## src/rtl/myo_pwm_generator.sv

```systemverilog
// rtl/myo_pwm_generator.sv - signed duty to two-channel H-bridge PWM with dead time
// Emits a once-per-period strobe that paces the upstream PID controller update.
module myo_pwm_generator #(
    parameter int unsigned PERIOD      = 2500,
    parameter int unsigned DEAD_CYCLES = 50
) (
    input  logic        clock,
    input  logic        reset,
    input  logic [15:0] pwm_ref,
    input  logic        enable,
    output logic        period_tick,
    output logic        pwm_a,
    output logic        pwm_b,
    output logic        dir,
    output logic [15:0] duty_active
);

    localparam logic [16:0] PERIOD_17 = 17'(PERIOD);
    localparam logic [15:0] LAST_CNT  = 16'(PERIOD - 1);
    localparam logic [15:0] DEAD_LAST = 16'(DEAD_CYCLES - 1);

    typedef enum logic [1:0] {
        ST_DISABLED,
        ST_RUN,
        ST_DEADTIME
    } state_t;

    state_t      state_q, state_d;
    logic [15:0] cnt_q, cnt_d;
    logic [15:0] dead_q, dead_d;
    logic [15:0] duty_q, duty_d;
    logic        dir_q, dir_d;
    logic        tick_q, tick_d;
    logic        pwm_a_q, pwm_a_d;
    logic        pwm_b_q, pwm_b_d;

    logic        boundary;
    logic [16:0] ref_ext;
    logic [16:0] ref_mag;
    logic [15:0] duty_new;
    logic        req_dir;
    logic        reversal;
    logic        run_out;

    always_comb begin
        boundary = (cnt_q == LAST_CNT);
        cnt_d    = boundary ? 16'd0 : cnt_q + 16'd1;
        tick_d   = boundary;

        // 17-bit magnitude so that -32768 maps to +32768 before clipping.
        ref_ext  = {pwm_ref[15], pwm_ref};
        ref_mag  = pwm_ref[15] ? (~ref_ext + 17'd1) : ref_ext;
        duty_new = (ref_mag > PERIOD_17) ? PERIOD_17[15:0] : ref_mag[15:0];
        req_dir  = (pwm_ref == 16'd0) ? dir_q : pwm_ref[15];
        reversal = boundary && (req_dir != dir_q) && (duty_new != 16'd0);

        duty_d  = boundary ? duty_new : duty_q;
        state_d = state_q;
        dir_d   = dir_q;
        dead_d  = 16'd0;

        case (state_q)
            ST_DISABLED: begin
                if (boundary) begin
                    state_d = ST_DEADTIME;
                    dir_d   = req_dir;
                end
            end
            ST_RUN: begin
                if (reversal) begin
                    state_d = ST_DEADTIME;
                    dir_d   = req_dir;
                end
            end
            ST_DEADTIME: begin
                if (reversal) begin
                    dir_d = req_dir;
                end else if (dead_q == DEAD_LAST) begin
                    state_d = ST_RUN;
                end else begin
                    dead_d = dead_q + 16'd1;
                end
            end
            default: state_d = ST_DISABLED;
        endcase

        if (!enable) begin
            state_d = ST_DISABLED;
            dir_d   = dir_q;
            dead_d  = 16'd0;
        end

        run_out = enable && (state_q == ST_RUN) && (cnt_q < duty_q);
        pwm_a_d = run_out && !dir_q;
        pwm_b_d = run_out && dir_q;
    end

    always_ff @(posedge clock) begin
        if (reset) begin
            state_q <= ST_DISABLED;
            cnt_q   <= 16'd0;
            dead_q  <= 16'd0;
            duty_q  <= 16'd0;
            dir_q   <= 1'b0;
            tick_q  <= 1'b0;
            pwm_a_q <= 1'b0;
            pwm_b_q <= 1'b0;
        end else begin
            state_q <= state_d;
            cnt_q   <= cnt_d;
            dead_q  <= dead_d;
            duty_q  <= duty_d;
            dir_q   <= dir_d;
            tick_q  <= tick_d;
            pwm_a_q <= pwm_a_d;
            pwm_b_q <= pwm_b_d;
        end
    end

    assign period_tick = tick_q;
    assign pwm_a       = pwm_a_q;
    assign pwm_b       = pwm_b_q;
    assign dir         = dir_q;
    assign duty_active = duty_q;

endmodule

```

## config.mk

```make
export PLATFORM = sky130hd
export DESIGN_NAME = myo_pwm_generator
export DESIGN_NICKNAME = d
export VERILOG_FILES = /design/src/rtl/myo_pwm_generator.sv
export SDC_FILE = /design/constraint.sdc
export NUM_CORES = 1
export LEC_CHECK = 0
export BUFFER_PORTS_ARGS = -buffer_cell sky130_fd_sc_hd__buf_2
export CAP_MARGIN = 20
export CORE_UTILIZATION = 40
export CTS_BUF_LIST = sky130_fd_sc_hd__clkbuf_8
export CTS_CLUSTER_DIAMETER = 80
export CTS_CLUSTER_SIZE = 14
export DETAILED_ROUTE_END_ITERATION = 10
export GPL_TIMING_DRIVEN = 0
export SYNTH_ARGS = -nofsm -noshare
export SYNTH_HDL_FRONTEND = slang
export SYNTH_SLANG_ARGS = --single-unit
```

## constraint.sdc

```tcl
create_clock -name clock -period 3.2 [get_ports clock]
set_input_delay 0 -clock clock [delete_from_list [all_inputs] [get_ports clock]]
set_output_delay 0 -clock clock [all_outputs]
set_load 0.01 [all_outputs]
```

==> run summary <==
Data on the critical path is required at its endpoint by 3.44 ns. The run gives 0.413 as the starting utilization of the core area. The first-pass GRT wire length is 12.8 mm, and the slew at the pin with the worst max-slew slack is 0.910 ns.

The run gives 0 as the number of antenna repair diodes. For the final-layout fill cell count, the log shows 820. The path class of the tightest hold or removal check is input pin to flop.

The fraction of registers with async set or reset after synthesis works out to 0. Buffers inserted to repair hold after CTS numbered 2. The multi-input combinational cell area is 0.00211 mm2, and the net switching power is 0.000311 W. Number of flops mapped to enable cells by yosys: 0. Setup violations remaining at the end of the flow were counted as 0. Area share of xor/xnor cells in the synthesized design: 0.106.

CTS root buffer: sky130_fd_sc_hd__clkbuf_8. The dominant combinational cell family by area after synthesis was simple AND/OR/NAND/NOR gates. Detailed placement finished with a half-perimeter wire length of 5.87 mm.

For the count of instances resized after the clock tree is built, the log shows 0. Timing would allow up to 381 MHz. For the via count of the first global-routing pass, the log shows 2801.

The number of setup buffers added after CTS is 0. The post-route clock period utilization is 0.820, and the leakage component of the power is 1.48 nW. The number of placement rows is 33.

The tree built by TritonCTS fans out to 54 sinks. The post-synthesis simple-gate area fraction was 0.262. The final number of max-transition violations is 0, and the depth of the worst register-to-register path is 9.

Across all hold checks on the routed design, the worst slack comes to 0.0508 ns. Worst-path maximum fanout: 9. Detailed routing inserted a total of 2889 vias. The run gives 0 as the number of DRC violations after detailed routing. The tools report the last weighted congestion value of the routability-driven placer as 0.848. The worst slew slack as a fraction of its limit was 0.378; the net total in the final layout was 476. The flow ran to the end, and the final reports show no timing, DRC or antenna violations. The tools report the register area as 0.00108 mm2.

The logs give 0.568 for the sequential cell fraction of total power and 5 for the TritonCTS buffer count. In this run the count of I/O pins placed on the die edge is 39. For this run, the number of Yosys warnings is 0. The clock arrives with 0.00506 ns of skew. In this run, synthesis produced a sequential element count of 54. For the global routing met2 resource utilization, the log shows 0.310. The global routing usage on met1 is 0.238.

The post-CTS clock slew at the launch and capture registers of the worst setup and hold paths is 0.10 ns. TritonCTS built the clock tree. By area the synthesized netlist is led by sky130_fd_sc_hd__dfxtp_1 32%, sky130_fd_sc_hd__ha_1 8.8%, sky130_fd_sc_hd__xor2_1 7.0%. The clock latency of the later-clocked register in the worst-skew pair was 0.30 ns.

Setup repair after global routing left no endpoint under its margin. In the final routed layout, each cell accounts on average for 13.9 um. In this run, distinct cell masters in the synthesized netlist total 61. The placeable core region was 0.00822 mm2. The most used routing layer in global routing is met2. The library cell occupying the most area in the post-synthesis netlist was sky130_fd_sc_hd__dfxtp_1. Counting every net in the synthesized netlist gives 432. The most used flip-flop cell after synthesis was sky130_fd_sc_hd__dfxtp_1.

The logs give 0 ns for the total negative slack for setup checks and 0.180 for the total global-route track usage. The type of the setup path with the least slack was flop to flop. In this run the remaining antenna-violating nets after routing total 0. The internal power contribution is 0.000883 W, and the number of antenna violations at the first check in global routing is 0.

The area added between synthesis and finish was 12.3%. The proportion of total power due to net switching came out at 0.260. The cell count after synthesis came out at 389. The logs give 5 for the number of optimization iterations in the first detailed-route pass and 0.113 for the part of the total power dissipated in combinational logic. The logs give 86 for the number of violations reported at the end of detailed-routing iteration 0 and 0.000149 V for the maximum VDD drop.

In the routed layout, each cell is associated on average with a via count of 5.36. The register area share after synthesis was 0.318. The final layout contains routed wiring with a total length of 7.47 mm. The fraction of final layout cells with drive strength greater than 1 was 0.168; the share of cell area taken by muxes after synthesis was 0.00884. The category of the worst setup path capture point was a flop. The tools report the total standard cell area after synthesis as 0.00340 mm2.

The adder-cell share of the synthesized area is 0.0884. For the fraction of power consumed by the clock network, the log shows 0.318. The H-tree generated during clock tree synthesis spans 2 levels. STA classifies the critical path startpoint as a flop.

Die outline area: 0.00886 mm2. Counting along the longest clock path gives a buffer depth of 2. The power density normalized to cell area was 313 mW/mm2; the max-cap check violation count was 0. The global routing usage on met3 is 0.0251.

For the finished layout, the period the worst path requires is 2.62 ns. The post-synthesis average cell area works out to 8.73 um2. Share of the synthesized area in the top cell type: 0.318. Counting instances, the worst hold path has a depth of 3. For this run the aggregate overflow at the end of global routing stands at 0. Measured along the y axis, the die boundary spans 94.1 um. The run gives 18 as the largest net degree at the start of global routing. Port buffering added 35 buffers.

The number of endpoints with negative hold slack in the final report is 0, and the synthesized-area fraction occupied by ao, oa, aoi and oai cells is 0.156. The overall die width was 94.1 um. The critical path arrival is 2.86 ns.
==> cells in the mapped netlist, drive strengths merged, types with 2 or more instances <==
cell type	instances
a2111oi	2
a21o	5
a21oi	8
a221oi	2
a22o	2
a31oi	5
a32o	2
a41oi	2
and3	4
and4	6
and4b	2
buf	6
clkbuf	12
dfxtp	54
ha	24
inv	25
mux2i	3
nand2	26
nand2b	5
nand3	18
nand4	8
nor2	53
nor2b	2
nor3	7
nor3b	3
nor4	5
nor4b	4
o2111ai	2
o211a	2
o21ai	8
o31a	4
o31ai	5
o41ai	8
or2	2
or3	6
or4	5
xnor2	14
xor2	27
==> cell type report <==
| class | count | area share |
|---|---|---|
| Buffer | 18 | 0.0295 |
| Clock buffer | 5 | 0.0181 |
| Clock inverter | 3 | 0.00558 |
| Inverter | 25 | 0.0246 |
| Multi-Input combinational cell | 292 | 0.553 |
| Sequential cell | 54 | 0.284 |
| Tap cell | 105 | 0.0345 |
| Timing Repair Buffer | 37 | 0.0512 |
==> routing by layer <==
layer | share of wire | vias up | routed length, um
met2 | 0.47 | 41 | 3540
met3 | 0.029 | 4 | 217
met4 | 0.0070 | 0 | 52
met5 | 0 | - | 0
li1 | - | 1476 | -
met1 | 0.49 | 1368 | 3660
==> placed cells by master, fill, tap and decap left out, drive strengths merged, types with 14 or more instances in the layout <==
cell	count
xnor2	14
nand3	18
nand2	26
inv	25
buf	41
dfxtp	54
xor2	27
nor2	53
clkbuf	17
ha	24
==> per-stage QoR <==
stage | worst slack [ns] | cell area (um2) | power (W) | instances | util
final | 0.576 | 3810 | 0.00119 | 539 | 0.464
after global routing | 0.299 | 3810 | 0.00125 | 539 | 0.464
after CTS | 0.593 | 3810 | 0.00121 | 539 | 0.464
after detailed placement | 0.624 | 3700 | 0.000827 | 529 | 0.451
after global placement | 0.607 | 3700 | 0.000826 | 529 | 0.451
after floorplan | 0.970 | 3400 | 0.000786 | 389 | -
==> state kept, by name (all words and copies together), names as in the netlist <==
register	count
dir	1
dead_q	16
period_tick	1
cnt_q	16
duty_active	16
pwm_a	1
pwm_b	1
state_q	2
==> logic make-up (layout without fill, tap and decap cells) <==
| logic type | count (synthesis) | after routing |
|---|---|---|
| compound gates | 63 | 63 |
| flops | 54 | 54 |
| simple gates | 161 | 161 |
| mux | 3 | 3 |
| fa+ha+maj | 24 | 24 |
| xor+xnor | 41 | 41 |
| buf+inv | 43 | 88 |
==> worst max-delay path, stage by stage (launching register included) <==
cell,delay (ns)
sky130_fd_sc_hd__dfxtp_1,0.39
sky130_fd_sc_hd__ha_1,0.23
sky130_fd_sc_hd__nor3b_1,0.28
sky130_fd_sc_hd__nand4_1,0.39
sky130_fd_sc_hd__nor3_1,0.25
sky130_fd_sc_hd__a31oi_1,0.06
sky130_fd_sc_hd__a31oi_1,0.30
sky130_fd_sc_hd__mux2i_1,0.15
sky130_fd_sc_hd__or3_1,0.36
sky130_fd_sc_hd__a21oi_1,0.14
==> power by group through the flow <==
stage	Clock [W]	Sequential [W]	Combinational (W)
floorplan	0	0.000693	0.0000932
global placement	0	0.000694	0.000132
detailed placement	0	0.000694	0.000133
CTS	0.000397	0.000679	0.000136
global route	0.000422	0.000679	0.000151
finish	0.000380	0.000678	0.000135
==> worst paths after layout <==
| path | startpoint | endpoint | slack [ns] |
|---|---|---|---|
| min | pwm_ref[0] | duty_active[0] | 0.05 |
| max | cnt_q[0] | dir | 0.58 |
| min reg2reg | duty_active[15] | duty_active[15] | 0.46 |
| max reg2reg | cnt_q[0] | dir | 0.58 |
Power figures use the tool's default switching activity.
